--- config.mk ---
export PLATFORM = sky130hd
export DESIGN_NAME = pulse_channel
export DESIGN_NICKNAME = d
export VERILOG_FILES = /design/src/rtl/pulse_channel.sv
export SDC_FILE = /design/constraint.sdc
export NUM_CORES = 1
export LEC_CHECK = 0
export ABC_AREA = 1
export BUFFER_PORTS_ARGS = -buffer_cell sky130_fd_sc_hd__buf_4
export CORE_UTILIZATION = 35
export DETAILED_ROUTE_END_ITERATION = 10
export GPL_ROUTABILITY_DRIVEN = 0
export PLACE_DENSITY = 0.62
export REMOVE_ABC_BUFFERS = 1
export SLEW_MARGIN = 20
export SYNTH_ARGS = -nofsm -noshare
export SYNTH_HDL_FRONTEND = slang
export SYNTH_SLANG_ARGS = --single-unit
--- constraint.sdc ---
create_clock -name I_BITCLK -period 3.54 [get_ports I_BITCLK]
set_input_delay 0.708 -clock I_BITCLK [delete_from_list [all_inputs] [get_ports I_BITCLK]]
set_output_delay 0.708 -clock I_BITCLK [all_outputs]
set_load 0.05 [all_outputs]
--- src/rtl/pulse_channel.sv ---
// rtl/pulse_channel.sv - square-wave sound channel with length counter, volume envelope and optional sweep
module pulse_channel #(
   parameter int SAMPLE_W  = 20,
   parameter int HAS_SWEEP = 1,
   parameter int AMP_SHIFT = 2
) (
   input  logic                I_BITCLK,
   input  logic                I_RESET,
   input  logic                I_STROBE,
   input  logic                I_FTICK,
   input  logic                I_FS_TICK,
   input  logic                I_TRIGGER,
   input  logic [10:0]         I_FREQUENCY,
   input  logic [1:0]          I_DUTY_CYCLE,
   input  logic [3:0]          I_VOLUME,
   input  logic                I_ENV_DIR,
   input  logic [2:0]          I_ENV_PERIOD,
   input  logic [5:0]          I_LENGTH,
   input  logic                I_LENGTH_EN,
   input  logic [2:0]          I_SWEEP_PERIOD,
   input  logic                I_SWEEP_DIR,
   input  logic [2:0]          I_SWEEP_SHIFT,
   input  logic                I_WAVEFORM_EN,
   output logic [SAMPLE_W-1:0] O_SAMPLE,
   output logic                O_ACTIVE,
   output logic [10:0]         O_FREQ_CUR
);

   localparam longint unsigned FULL_SCALE = (64'd1 << (SAMPLE_W - 1)) - 64'd1;

   logic [SAMPLE_W-1:0] amp_tbl [16];

   for (genvar g = 0; g < 16; g++) begin : g_amp
      localparam longint unsigned AMP_VAL = ((FULL_SCALE * 64'(g)) / 64'd15) >> AMP_SHIFT;
      assign amp_tbl[g] = AMP_VAL[SAMPLE_W-1:0];
   end

   logic [11:0] timer;
   logic [2:0]  pos;
   logic [2:0]  fs_step;
   logic [6:0]  len_cnt;
   logic [3:0]  vol;
   logic [2:0]  env_cnt;
   logic [10:0] shadow;
   logic [3:0]  sweep_cnt;
   logic        sweep_on;

   function automatic logic [11:0] sweep_calc(input logic [10:0] base, input logic [2:0] n,
                                              input logic sub);
      logic [11:0] delta;
      delta = {1'b0, base} >> n;
      return sub ? ({1'b0, base} - delta) : ({1'b0, base} + delta);
   endfunction

   logic [11:0]         sw_next;
   logic [11:0]         sw_trig;
   logic                sw_ovf;
   logic                trig_ovf;
   logic                len_clk;
   logic                sweep_clk;
   logic                env_clk;
   logic [2:0]          duty_thr;
   logic                high;
   logic [SAMPLE_W-1:0] amp;
   logic [3:0]          sweep_reload;

   assign sw_next      = sweep_calc(shadow, I_SWEEP_SHIFT, I_SWEEP_DIR);
   assign sw_ovf       = !I_SWEEP_DIR && sw_next[11];
   // The trigger-time overflow check runs on the frequency being loaded, not the old shadow
   assign sw_trig      = sweep_calc(I_FREQUENCY, I_SWEEP_SHIFT, I_SWEEP_DIR);
   assign trig_ovf     = (HAS_SWEEP != 0) && (I_SWEEP_SHIFT != 3'd0) && !I_SWEEP_DIR && sw_trig[11];
   assign len_clk      = I_FS_TICK && !fs_step[0];
   assign sweep_clk    = I_FS_TICK && (fs_step[1:0] == 2'b10);
   assign env_clk      = I_FS_TICK && (fs_step == 3'd7);
   assign sweep_reload = (I_SWEEP_PERIOD == 3'd0) ? 4'd8 : {1'b0, I_SWEEP_PERIOD};

   always_comb begin
      duty_thr = 3'd1;
      case (I_DUTY_CYCLE)
         2'b00:   duty_thr = 3'd1;
         2'b01:   duty_thr = 3'd2;
         2'b10:   duty_thr = 3'd4;
         default: duty_thr = 3'd6;
      endcase
   end

   assign high = pos < duty_thr;
   assign amp  = amp_tbl[vol];

   always_ff @(posedge I_BITCLK) begin
      if (I_RESET) begin
         O_SAMPLE   <= '0;
         O_ACTIVE   <= 1'b0;
         O_FREQ_CUR <= '0;
         timer      <= '0;
         pos        <= '0;
         fs_step    <= '0;
         len_cnt    <= '0;
         vol        <= '0;
         env_cnt    <= '0;
         shadow     <= '0;
         sweep_cnt  <= '0;
         sweep_on   <= 1'b0;
      end else begin
         if (I_STROBE)
            O_SAMPLE <= (O_ACTIVE && I_WAVEFORM_EN) ? (high ? amp : -amp) : '0;
         if (HAS_SWEEP == 0)
            O_FREQ_CUR <= I_FREQUENCY;

         if (I_TRIGGER) begin
            pos     <= '0;
            timer   <= 12'd2048 - {1'b0, I_FREQUENCY};
            len_cnt <= 7'd64 - {1'b0, I_LENGTH};
            vol     <= I_VOLUME;
            env_cnt <= I_ENV_PERIOD;
            if (HAS_SWEEP != 0) begin
               shadow     <= I_FREQUENCY;
               O_FREQ_CUR <= I_FREQUENCY;
               sweep_cnt  <= sweep_reload;
               sweep_on   <= (I_SWEEP_PERIOD != 3'd0) || (I_SWEEP_SHIFT != 3'd0);
            end
            O_ACTIVE <= !((I_VOLUME == 4'd0) && !I_ENV_DIR) && !trig_ovf;
         end else begin
            if (I_FTICK) begin
               if (timer <= 12'd1) begin
                  timer <= 12'd2048 - {1'b0, O_FREQ_CUR};
                  pos   <= pos + 3'd1;
               end else begin
                  timer <= timer - 12'd1;
               end
            end
            if (I_FS_TICK)
               fs_step <= fs_step + 3'd1;

            // Length, envelope and sweep only advance while the channel is playing
            if (O_ACTIVE) begin
               if (len_clk && I_LENGTH_EN && (len_cnt != 7'd0)) begin
                  len_cnt <= len_cnt - 7'd1;
                  if (len_cnt == 7'd1)
                     O_ACTIVE <= 1'b0;
               end
               if (env_clk && (I_ENV_PERIOD != 3'd0)) begin
                  if (env_cnt <= 3'd1) begin
                     env_cnt <= I_ENV_PERIOD;
                     if (I_ENV_DIR && (vol != 4'd15))
                        vol <= vol + 4'd1;
                     else if (!I_ENV_DIR && (vol != 4'd0))
                        vol <= vol - 4'd1;
                  end else begin
                     env_cnt <= env_cnt - 3'd1;
                  end
               end
               if ((HAS_SWEEP != 0) && sweep_clk) begin
                  if (sweep_cnt <= 4'd1) begin
                     sweep_cnt <= sweep_reload;
                     if (sweep_on && (I_SWEEP_PERIOD != 3'd0)) begin
                        if (sw_ovf) begin
                           O_ACTIVE <= 1'b0;
                        end else if (I_SWEEP_SHIFT != 3'd0) begin
                           shadow     <= sw_next[10:0];
                           O_FREQ_CUR <= sw_next[10:0];
                        end
                     end
                  end else begin
                     sweep_cnt <= sweep_cnt - 4'd1;
                  end
               end
            end
         end
      end
   end

endmodule

# ---- After elaboration in Yosys (flattened, before gate mapping)
# Memory sizes are Yosys's and may differ from the RTL's.
# Index checks and enable logic that the tools add are counted.
dict set report totals {
  regBits 69
  latch_bits 0
  ramBits 0
  romBits 320
  input_bits 42
  out_inout_bits 32
  elab_cells 134
  memories 1
}
dict set report classes {
  add_sub_neg 16
  n_mul 0
  div_mod_pow 0
  order_cmp 5
  eq_ne 7
  shift 2
  n_mux 43
  bitwise 2
  n_reduce_logical 47
}
# name depth word_bits rd rd_ports_with_merged_regs write_ports line_no
set memory_table {}
lappend memory_table {{(no name shown)} 16 20 1 0 0 88} ;# assign amp = amp_tbl[vol];
# operator count
set op_table {}
lappend op_table {{2-to-1 mux 20 bit} 4}
lappend op_table {{2-to-1 mux 11 bit} 7}
lappend op_table {{2-to-1 mux 12 bit} 5}
lappend op_table {{2-to-1 mux 4 bit} 11}
lappend op_table {{adder 11 x 12 -> 12 bit} 2}
lappend op_table {{>> shifter 11 x 3 -> 12 bit} 2}
lappend op_table {{subtractor 11 x 12 -> 12 bit} 2}
lappend op_table {{subtractor 12 x 11 -> 12 bit (first input constant)} 2}
lappend op_table {{2-to-1 mux 7 bit} 3}
lappend op_table {{negator 20 bit} 1}
lappend op_table {{nonzero test 2 bit} 9}
lappend op_table {{logical AND 1 bit} 15}
lappend op_table {{less-or-equal comparator 12 x 1 -> 1 bit (second input constant)} 1}
lappend op_table {{2-to-1 mux 3 bit} 4}
lappend op_table {{nonzero test 3 bit} 4}
lappend op_table {{subtractor 12 x 1 -> 12 bit (second input constant)} 1}
lappend op_table {{AND reduction 2 bit} 5}
lappend op_table {{one-hot mux 3 bit (3 select lines)} 1}
lappend op_table {{2-to-1 mux 1 bit} 8}
lappend op_table {{subtractor 4 x 1 -> 4 bit (second input constant)} 2}
lappend op_table {{== test 7 x 1 -> 1 bit (second input constant)} 1}
lappend op_table {{nonzero test 7 bit} 1}
lappend op_table {{subtractor 7 x 1 -> 7 bit (second input constant)} 1}
lappend op_table {{subtractor 7 x 6 -> 7 bit (first input constant)} 1}
lappend op_table {{other kinds (23)} 29}

# ---- Logic depth before layout (Yosys ltp)
# Gate-level depths: netlist of run 1.
dict set report logic_depth {
  ltp_word 11
  mapped_depth 28
  ltp_nobuf 27
}

# ---- Worst setup path before layout of run 1
# Ideal clock, no wire load.
dict set report synth_timing {
  path_kind {input -> register}
  start {in I_SWEEP_SHIFT[1]}
  end {reg shadow[1]}
  setup_time_ns 0.068
  t_arrival_ns 3.467
  t_required_ns 3.472
  setup_slack_ns 0.005
  stages 22
  path_buffers 3
  cell_sequence {buf_6 clkbuf_1 nand2_1 nand3_1 nand2_2 ha_1 and2_1 nand3_1 nor2_1 a21oi_1 xnor2_1 inv_1 ha_1 a21oi_1 o21a_1 nand3_1 nand3_1 nand3_1 nand2_2 buf_4 nand3_1 a21oi_2}
}
dict set report synth_between {
  elab_chain_cells 10
  elab_cells_between_ends 16
  cone_classes {add/sub (2); eq/ne (1); shift (1); mux (8); reduce/logical (4)}
}
# element line_no
set synth_rtl {}
lappend synth_rtl {{start: declaration} 22} ;# input logic [2:0] I_SWEEP_SHIFT,
lappend synth_rtl {{>> shifter 11 x 3 -> 12 bit} 51} ;# delta = {1'b0, base} >> n;
lappend synth_rtl {{adder 11 x 12 -> 12 bit or subtractor 11 x 12 -> 12 bit (tied branches)} 52} ;# return sub ? ({1'b0, base} - delta) : ({1'b0, base} + delta);
lappend synth_rtl {{2-to-1 mux 12 bit} 52}
lappend synth_rtl {{2-to-1 mux 11 bit} 159} ;# end else if (I_SWEEP_SHIFT != 3'd0) begin
lappend synth_rtl {{2-to-1 mux 11 bit} 157} ;# if (sw_ovf) begin
lappend synth_rtl {{2-to-1 mux 11 bit} 156} ;# if (sweep_on && (I_SWEEP_PERIOD != 3'd0)) begin
lappend synth_rtl {{2-to-1 mux 11 bit} 154} ;# if (sweep_cnt <= 4'd1) begin
lappend synth_rtl {{2-to-1 mux 11 bit} 153} ;# if ((HAS_SWEEP != 0) && sweep_clk) begin
lappend synth_rtl {{2-to-1 mux 11 bit} 136} ;# if (O_ACTIVE) begin
lappend synth_rtl {{2-to-1 mux 11 bit} 110} ;# if (I_TRIGGER) begin
lappend synth_rtl {{end signal: assignment} 160} ;# shadow <= sw_next[10:0];
lappend synth_rtl {{end: declaration} 44} ;# logic [10:0] shadow;
# Several ways; a longest one is shown, not always the timed one. The select of a mux whose other input is x is not followed.
# A chain may end at the register's enable or synchronous reset.

# ---- Worst setup path in the final report of run 1
dict set report layout_timing {
  start {reg shadow[4]}
  end {reg shadow[2]}
}
dict set report layout_between {
  elab_chain_cells 10
  elab_cells_between_ends 14
  cone_classes {add/sub (2); eq/ne (1); shift (1); mux (8); reduce/logical (2)}
}
# element line_no
set layout_rtl {}
lappend layout_rtl {{>> shifter 11 x 3 -> 12 bit} 51}
lappend layout_rtl {{adder 11 x 12 -> 12 bit or subtractor 11 x 12 -> 12 bit (tied branches)} 52}
lappend layout_rtl {{2-to-1 mux 12 bit *} 52}
lappend layout_rtl {{2-to-1 mux 11 bit} 159}
lappend layout_rtl {{2-to-1 mux 11 bit} 157}
lappend layout_rtl {{2-to-1 mux 11 bit} 156}
lappend layout_rtl {{2-to-1 mux 11 bit} 154}
lappend layout_rtl {{2-to-1 mux 11 bit} 153}
lappend layout_rtl {{2-to-1 mux 11 bit} 136}
lappend layout_rtl {{2-to-1 mux 11 bit} 110}
# Every way passes the cells marked *; elsewhere a longest branch is shown, timed or not. The select of a mux whose other input is x is not followed.

==> results of run 1 <==
[layout by cell type (no fill, tap or decap), types with 4 or more instances in the layout]
cell type,instances
nand2_1,238
buf_4,168
inv_1,110
o21ai_0,89
nand3_1,78
a21oi_1,77
dfxtp_1,61
nor2_1,61
ha_1,42
xor2_1,24
a31oi_1,19
nor3_1,16
o211ai_1,15
xnor2_1,12
nand4_1,10
clkbuf_16,10
o21ai_1,9
nand2_2,8
nand3_2,7
nor2_2,5
a21oi_2,4
[metrics by stage]
stage	hold WS (ns)	TNS [ns]	area, µm²	utilization, %
after global routing	0.479	-0.509	7800	46.7
after detailed placement	0.457	-3.22	7360	44.1
after floorplan	0.454	-0.286	5760	-
final	0.463	0	7800	46.7
after CTS	0.466	0	7670	45.9
after global placement	0.455	-2.12	7360	44.1
[synth_stat cells (all sizes together) (19+ instances only)]
cell and number:
xor2 24, dfxtp 61, nand2 248, clkbuf 21
a31oi 19, o21ai 99, buf 24, nor2 66
a21oi 81, inv 113, ha 44, nand3 85
[how the worst max path moves through the flow]
stage / cells after the start / slack (ns) / from / to
final: 24 / 0.18 / shadow[4] / shadow[2]
after global routing: 25 / -0.06 / I_SWEEP_SHIFT[0] / shadow[0]
after CTS: 27 / 0.05 / I_SWEEP_SHIFT[0] / shadow[5]
after detailed placement: 27 / -0.29 / I_SWEEP_SHIFT[0] / shadow[5]
after global placement: 24 / -0.20 / I_SWEEP_SHIFT[0] / shadow[2]
after floorplan: 24 / -0.04 / shadow[5] / shadow[1]
[layout make-up]
cell class	instances	area share, %
inverter	114	5.58
sequential	61	15.7
clock inverter	3	0.562
multi-input combinational	758	53.9
timing repair buffer	173	17.4
tap	220	3.53
clock buffer	13	3.34
[worst reg2reg max path, cell delays in order, from the launching register on]
cell	delay (ns)
dfxtp_1	0.46
inv_1	0.12
nand2_1	0.09
nand2_1	0.05
nand2_1	0.07
nand2_1	0.07
nand2_1	0.06
nand2_1	0.10
ha_4	0.18
and2_4	0.15
nand3_2	0.06
nor2_2	0.05
a21oi_1	0.14
xnor2_1	0.13
inv_1	0.06
ha_1	0.32
a21oi_2	0.20
o21a_1	0.16
nand3_2	0.10
nand3_2	0.11
nand3_2	0.10
nand2_4	0.14
clkbuf_16	0.16
nand3_1	0.08
a21oi_2	0.14
[cell families after synthesis]
| family | share of synthesized area [%] |
|---|---|
| simple gates | 31.5 |
| compound gates | 21.7 |
| buf+inv | 11.4 |
| flops | 20.3 |
| fa+ha+maj | 9.81 |
| xor+xnor | 5.24 |
[flip-flops by register name, summed over array words and instances (netlist names)]
signal,flops
O_ACTIVE,1
O_SAMPLE,12
env_cnt,3
fs_step,3
len_cnt,7
pos,3
shadow,11
sweep_cnt,4
sweep_on,1
timer,12
vol,4
[report_power, final]
group | internal, µW | switching, µW | leakage [µW]
clock | 583 | 312 | 0.000150
sequential | 739 | 60.4 | 0.000502
combinational | 504 | 702 | 0.00310
[routing by layer]
metal  up-vias  GRT usage [%]  wire [µm]
li1       3548              -          -
met1      3046           29.1       8890
met2       160           34.4       8480
met3        16           2.28        888
met4         0           6.57        247
met5         -              0          0
==> impl_metrics.tcl, run 1 <==
set metrics [dict create \
    outcome "completed" \
    ctsResizeCount 0 \
    reg2reg_from "shadow[4]" \
    grtUsageTotal_pct 21.1 \
    min_period_ns 3.36 \
    crit_slowest_cell "dfxtp_1" \
    die_w_um 133 \
    dieArea_um2 17700 \
    path_clk_slew_ns 0.05 \
    grt_pass1_vias 6075 \
    synth-seq-cells 61 \
    port_buffers 73 \
    yosysUniqueCellTypes 51 \
    synth_ff_type "dfxtp_1" \
    dieHeight_um 133 \
    worstPathArrival_ns 3.63 \
    p_leak_uw 0.00375 \
    wire_per_inst_um 13.8 \
    hold_viol_final 0 \
    via_count 6770 \
    drt-total-wl_mm 18.5 \
    grt_max_degree 37 \
    hold_end "O_SAMPLE[19]" \
    period_share_pct 94.8 \
    crit_family "simple AND/OR/NAND/NOR gates" \
    tightest_slew_ns 0.753 \
    cpMostUsedCell "nand2_1" \
    layout_setup_ws_ns 0.184 \
    netlist_area_um2 6020 \
    yosysTopAreaCell "dfxtp_1" \
    path_cells "inv_1 -> nand2_1 -> nand2_1 -> nand2_1 -> nand2_1 -> nand2_1 -> nand2_1 -> ha_4 -> and2_4 -> nand3_2 -> nor2_2 -> a21oi_1 -> xnor2_1 -> inv_1 -> ha_1 -> a21oi_2 -> o21a_1 -> nand3_2 -> nand3_2 -> nand3_2 -> nand2_4 -> clkbuf_16 -> nand3_1 -> a21oi_2" \
    synth_top_area_share_pct 20.3 \
    cts_buffers 9 \
    end_kind "flip-flop" \
    cts_tree "yes" \
    fillers 1796 \
    finalSetupViolCount 0 \
    via_per_inst 5.04 \
    overflow 0 \
    min_from "O_SAMPLE[19]" \
    drive_above_1_share_pct 20.3 \
    finClkSkew_ns 0.00870 \
    vdd_ir_drop_max_mv 0.234 \
    cts_root_buf "clkbuf_16" \
    synth-edff-count 0 \
    drv_slew 0 \
    async_flop_share_pct 0 \
    cts_hold_buf 0 \
    ys_seq_area_share_pct 20.3 \
    core_um2 16700 \
    antenna_found_initial 0 \
    dpl.hpwl_mm 14.5 \
    fmax_ghz 0.298 \
    worst-path-buf-inv 3 \
    cp-start-kind "flip-flop" \
    cts_sinks 61 \
    drtAntennaViolNets 0 \
    nets 1205 \
    ys_warn_count 0 \
    post_cts_buffers 0 \
    regArea_um2 1220 \
    total_power_uw 2900 \
    cpPeakStageDelay_ns 0.46 \
    synth_area_leaders "dfxtp_1 20%, nand2_1 15%, ha_1 9.1%, o21ai_0 7.6%, nand3_1 6.9%" \
    powerDensity_nw_per_um2 372 \
    critPathMaxFanout 5 \
    drtPass1Iterations 5 \
    dp_cells 1324 \
    layout.cells.non_filler 1342 \
    r2r_end "shadow[2]" \
    cts_buffer_depth 2 \
    start_util_pct 36.0 \
    crit_type "reg -> reg" \
    grt_pass1_wl_mm 30.1 \
    timing.reg2reg.setup_slack_ns 0.18 \
    ios 74 \
    required_ns 3.81 \
    hold_path_depth 2 \
    insertion_delay_ns 0.34 \
    drc 0 \
    min_path_type "reg -> reg" \
    syn_area_per_cell_um2 6.16 \
    reg2reg_depth 24 \
    multiInputGateArea_um2 4200 \
    pre_cts_ws_ns -0.291 \
    diodes 0 \
    syn_inst 977 \
    drtIter0Drc 431 \
    area_growth_syn_to_layout_pct 29.5 \
    num_rows 47 \
    cts_max_level 3 \
    slew-limit-headroom_pct 49.8 \
    drv_cap 0 \
]
Power figures use the tool's default switching activity.
==> run 2: changes to the inputs <==
--- a/config.mk
+++ b/config.mk
@@ -7,10 +7,11 @@
 export LEC_CHECK = 0
 export ABC_AREA = 1
 export BUFFER_PORTS_ARGS = -buffer_cell sky130_fd_sc_hd__buf_4
+export CAP_MARGIN = 15
 export CORE_UTILIZATION = 35
 export DETAILED_ROUTE_END_ITERATION = 10
 export GPL_ROUTABILITY_DRIVEN = 0
-export PLACE_DENSITY = 0.62
+export PLACE_DENSITY = 0.6
 export REMOVE_ABC_BUFFERS = 1
 export SLEW_MARGIN = 20
 export SYNTH_ARGS = -nofsm -noshare
==> constraint.sdc (replaced) <==
create_clock -name I_BITCLK -period 3.75 [get_ports I_BITCLK]
set_input_delay 0.75 -clock I_BITCLK [delete_from_list [all_inputs] [get_ports I_BITCLK]]
set_output_delay 0.75 -clock I_BITCLK [all_outputs]
set_load 0.05 [all_outputs]
==> run 2 against run 1 <==
Non-clock buffer count decreased by 48. Critical path depth increased by 3. Final cell count decreased by 3.7%. Total power decreased by 6.3%. Clock skew increased by 0.0025 ns. Register-to-register slack improved by 0.14 ns. Hold slack improved by 0.0010 ns. Critical path type is now in -> reg. Largest power group unchanged.
==> impl_metrics.tcl, run 2 (same netlist as run 1, synthesis figures left out) <==
set metrics [dict create \
    min_path_type "reg -> reg" \
    cts_tree "yes" \
    grt_pass1_vias 5990 \
    switching_share_pct 37.3 \
    total_power_uw 2720 \
    via_count 6617 \
    layout_setup_ws_ns 0.224 \
    via_per_inst 5.12 \
    ctsResizeCount 0 \
    finalSetupViolCount 0 \
    cts_max_level 3 \
    drtPass1Iterations 5 \
    cts_buffers 9 \
    drtAntennaViolNets 0 \
    drive_above_1_share_pct 15.7 \
    cp-start-kind "input pin" \
    insertion_delay_ns 0.34 \
    die_w_um 133 \
    wire_per_inst_um 14.3 \
    cts_hold_buf 0 \
    tightest_slew_ns 0.749 \
    stdcell_area_um2 7370 \
    start_util_pct 36.0 \
    largestRegisters "O_SAMPLE (12), timer (12), shadow (11)" \
    cts_root_buf "clkbuf_16" \
    endpoint "shadow[2]" \
    layout_common_cells "243 x nand2_1, 122 x buf_4, 110 x inv_1, 88 x o21ai_0, 82 x nand3_1" \
    end_kind "flip-flop" \
    hold_viol_final 0 \
    post_cts_buffers 0 \
    timing.reg2reg.setup_slack_ns 0.32 \
    worstPathArrival_ns 3.73 \
    outcome "completed" \
    p_comb_share_pct 38.6 \
    finClkSkew_ns 0.0112 \
    critPathMaxFanout 9 \
    drtIter0Drc 475 \
    drv_cap 0 \
    cts_sinks 61 \
    dieHeight_um 133 \
    pre_cts_ws_ns -0.156 \
    crit_type "in -> reg" \
    dieArea_um2 17700 \
    grtUsageTotal_pct 21.1 \
    drv_slew 0 \
    vdd_ir_drop_max_mv 0.209 \
    drc 0 \
    reg2reg_depth 24 \
    port_buffers 73 \
    drt-total-wl_mm 18.5 \
    mostFrequentLayoutCell "nand2_1" \
    clockPowerShare_pct 33.7 \
    num_rows 47 \
    p_sw_uw 1010 \
    overflow 0 \
    cts_buffer_depth 2 \
    antenna_found_initial 0 \
    period_share_pct 94.0 \
    r2r_end "shadow[6]" \
    powerDensity_nw_per_um2 369 \
    fmax_ghz 0.284 \
    required_ns 3.95 \
    path_clk_slew_ns 0.05 \
    internal-power_uw 1700 \
    p_leak_uw 0.00350 \
    diodes 0 \
    placed_cell_area_um2 7000 \
    nets 1156 \
    grt_max_degree 43 \
    p_seq_share_pct 27.7 \
    slew-limit-headroom_pct 50.0 \
    utilization_pct 44.1 \
    area_growth_syn_to_layout_pct 22.5 \
    grt_pass1_wl_mm 29.9 \
    crit_start "I_SWEEP_SHIFT[0]" \
    reg2reg_from "shadow[2]" \
    min_period_ns 3.53 \
    dpl.hpwl_mm 14.5 \
    ios 74 \
    core_um2 16700 \
]
run 2: cell types whose count changed in the layout (fill, tap and decap cells not counted), moves of 2 or more:
cell	delta
nand2_2	-5
nand3_2	-4
buf_4	-46
nand2_1	+5
clkinvlp_4	+2
nand3_1	+4
run 2: layout make-up:
type | instances | area, µm²
Clock buffer | 11 | 243
Multi-Input combinational cell | 757 | 4140
Inverter | 114 | 435
Sequential cell | 61 | 1220
Tap cell | 220 | 275
Timing Repair Buffer | 125 | 971
Clock inverter | 5 | 83.8
Fill cell | 1805 | 9330
run 2: power groups by stage:
stage	Clock [µW]	Sequential, µW	Combinational, µW
CTS	931	752	1030
floorplan	0	810	617
detailed placement	0	765	1030
global placement	0	766	1020
global route	959	760	1180
finish	917	753	1050
run 2: worst min path at each step:
stage / from / to / slack, ns / cells past startpoint
floorplan: pos[1] / pos[1] / 0.45 / 2
detailed placement: O_SAMPLE[17] / O_SAMPLE[17] / 0.46 / 2
global route: O_SAMPLE[2] / O_SAMPLE[2] / 0.49 / 2
global placement: O_SAMPLE[0] / O_SAMPLE[0] / 0.45 / 2
finish: O_SAMPLE[17] / O_SAMPLE[17] / 0.46 / 2
CTS: O_SAMPLE[17] / O_SAMPLE[17] / 0.47 / 2
run 2: per-stage QoR:
step | hold WS [ns] | setup TNS, ns | instances
finish | 0.464 | 0 | 1293
global route | 0.491 | -0.0162 | 1293
CTS | 0.467 | 0 | 1293
detailed placement | 0.458 | -1.36 | 1277
global placement | 0.455 | -0.432 | 1277
floorplan | 0.454 | 0 | 932
run 2: routing by layer:
layer,track usage [%],wire (µm),up-vias
li1,-,-,3451
met4,7.45,467,0
met5,0,0,-
met3,3.12,925,33
met2,33.8,8100,184
met1,28.7,8970,2949
run 2: critical path: stages:
cell and delay [ns]:
buf_4 0.16, buf_4 0.14, nand2_1 0.06, nand2_1 0.07, nand2_1 0.04, nand2_1 0.05, nand2_1 0.05, nand2_1 0.08
ha_1 0.16, and2_1 0.15, nand3_1 0.09, nor2_1 0.16, nand4_1 0.09, nand2_1 0.08, xor2_1 0.14, inv_1 0.08
ha_4 0.28, nand2_1 0.08, nor2_2 0.15, nand3_1 0.11, nand3_2 0.10, nand3_1 0.11, nand3_1 0.11, nand2_2 0.11
buf_12 0.18, nand3_1 0.08, a21oi_2 0.06
==> run 3: changes to the inputs <==
==> constraint.sdc (replaced) <==
create_clock -name I_BITCLK -period 3.75 [get_ports I_BITCLK]
set_input_delay 0.1875 -clock I_BITCLK [delete_from_list [all_inputs] [get_ports I_BITCLK]]
set_output_delay 0.1875 -clock I_BITCLK [all_outputs]
set_load 0.05 [all_outputs]
==> run 3 against run 2 <==
Critical path depth shrank 3. Wire length fell by 2.9%. Worst setup slack gained 0.019 ns. Clock-buffer cell count decreased by 1. Total power shrank 1.6%. First-iteration DRC count down 9.1%. Flip-flop and latch count unchanged. Non-clock buffer count down 32. Hold slack worse by 0.29 ns. Clock power up 2.9%. Combinational power shrank 7%. Fmax rose by 0.53%. Highest routed layer unchanged.
==> impl_metrics.tcl, run 3 (same netlist as run 1, synthesis figures left out) <==
set metrics [dict create \
    cts_sinks 61 \
    insertion_delay_ns 0.34 \
    core_um2 16700 \
    crit_slowest_cell "dfxtp_1" \
    drv_slew 0 \
    utilization_pct 42.5 \
    crit_type "reg -> reg" \
    fmax_ghz 0.285 \
    dieHeight_um 133 \
    diodes 0 \
    drv_cap 0 \
    outcome "completed" \
    grtUsageTotal_pct 20.3 \
    cts_root_buf "clkbuf_16" \
    via_per_inst 5.14 \
    cts_buffer_depth 2 \
    tightest_slew_ns 0.800 \
    num_rows 47 \
    cts_max_level 3 \
    largestRegisters "O_SAMPLE (12), timer (12), shadow (11)" \
    min_path_type "in -> reg" \
    finClkSkew_ns 0.00724 \
    critPathMaxFanout 8 \
    path_cells "inv_1 -> nand2_1 -> nand3_1 -> nand2_1 -> nand2_1 -> nand2_1 -> nor2_1 -> nand2_1 -> nor2_2 -> nor2_1 -> a21oi_1 -> xor2_1 -> inv_1 -> ha_1 -> nand2_1 -> nor2_2 -> nand3_1 -> nand3_1 -> nand3_1 -> nand3_1 -> nand2_4 -> buf_4 -> nand3_1 -> a21oi_2" \
    cts_hold_buf 0 \
    regArea_um2 1220 \
    grt_pass1_wl_mm 28.9 \
    overflow 0 \
    multiInputGateArea_um2 4140 \
    die_w_um 133 \
    drtAntennaViolNets 0 \
    crit_family "simple AND/OR/NAND/NOR gates" \
    end_kind "flip-flop" \
    vdd_ir_drop_max_mv 0.222 \
    drive_above_1_share_pct 13.0 \
    start_util_pct 36.0 \
    cp-start-kind "flip-flop" \
    wire_per_inst_um 14.2 \
    dp_cells 1243 \
    cts_tree "yes" \
    worst-path-buf-inv 3 \
    mostFrequentLayoutCell "nand2_1" \
    min_period_ns 3.51 \
    hold_viol_final 0 \
    grt_pass1_vias 5853 \
    holdWs_ns 0.171 \
    ios 74 \
    antenna_found_initial 0 \
    area_growth_syn_to_layout_pct 17.8 \
    placed_cell_area_um2 6720 \
    drt-total-wl_mm 17.9 \
    total_power_uw 2680 \
    nets 1124 \
    drtIter0Drc 432 \
    path_clk_slew_ns 0.05 \
    cpPeakStageDelay_ns 0.63 \
    drtPass1Iterations 7 \
    cts_buffers 9 \
    dieArea_um2 17700 \
    via_count 6480 \
    stdcell_area_um2 7090 \
    worstPathArrival_ns 3.71 \
    period_share_pct 93.5 \
    dpl.hpwl_mm 13.8 \
    grt_max_degree 46 \
    fillers 1828 \
    layout_common_cells "243 x nand2_1, 109 x inv_1, 93 x buf_4, 91 x o21ai_0, 83 x nand3_1" \
    required_ns 3.95 \
    port_buffers 73 \
    p_leak_uw 0.00334 \
    layout.cells.non_filler 1260 \
    drc 0 \
    finalSetupViolCount 0 \
    slew-limit-headroom_pct 46.6 \
    powerDensity_nw_per_um2 377 \
]
==> run 3: cell count changes in the layout (fill, tap and decap cells not counted), moves of 2 or more <==
cell	change
buf_4	-29
inv_2	+3
o21ai_0	+3
o21ai_1	-3
buf_12	-2
clkinv_2	+2
clkinvlp_4	-2
==> run 3: final cells by class <==
type / count / share of cell area (%)
repair buffers: 93 / 9.84
well taps: 220 / 3.88
clock buffers: 10 / 3.23
clock inverters: 5 / 1.41
inverters: 114 / 6.03
multi-input cells: 757 / 58.4
flip-flops and latches: 61 / 17.2
==> run 3: power breakdown <==
part | internal (µW) | switching (µW)
Sequential | 698 | 54.5
Combinational | 355 | 625
Clock | 643 | 301
Total | 1700 | 980
==> run 3: tightest hold or removal path: stages <==
cell      delay (ns)
buf_4           0.09
o211ai_1        0.08
a21oi_1         0.11
==> run 3: metal layers <==
layer	share of wire (%)	track usage (%)	vias up	wire [µm]
met4	2.0	6.82	0	363
met5	0	0	-	0
met2	44	32.3	178	7930
li1	-	-	3383	-
met3	4.8	3.16	27	859
met1	49	27.8	2892	8780
==> run 3: what timing repair did <==
item                       4_1_cts  5_1_grt
setup endpoints to repair        0       11
setup buffers                    0        2
resized for setup                0        7
==> run 3: final timing paths <==
path	startpoint	end	slack, ns	cells past startpoint
setup / recovery	shadow[9]	shadow[1]	0.24	24
hold / removal	I_SWEEP_PERIOD[0]	sweep_cnt[0]	0.17	3
setup reg to reg	shadow[9]	shadow[1]	0.24	24
hold reg to reg	O_SAMPLE[17]	O_SAMPLE[17]	0.46	2
==> run 3: through the flow <==
step	worst slack [ns]	setup TNS, ns
final	0.242	0
after global routing	-0.00218	-0.00218
after CTS	0.226	0
after detailed placement	0.206	0
after global placement	0.229	0
after floorplan	0.175	0
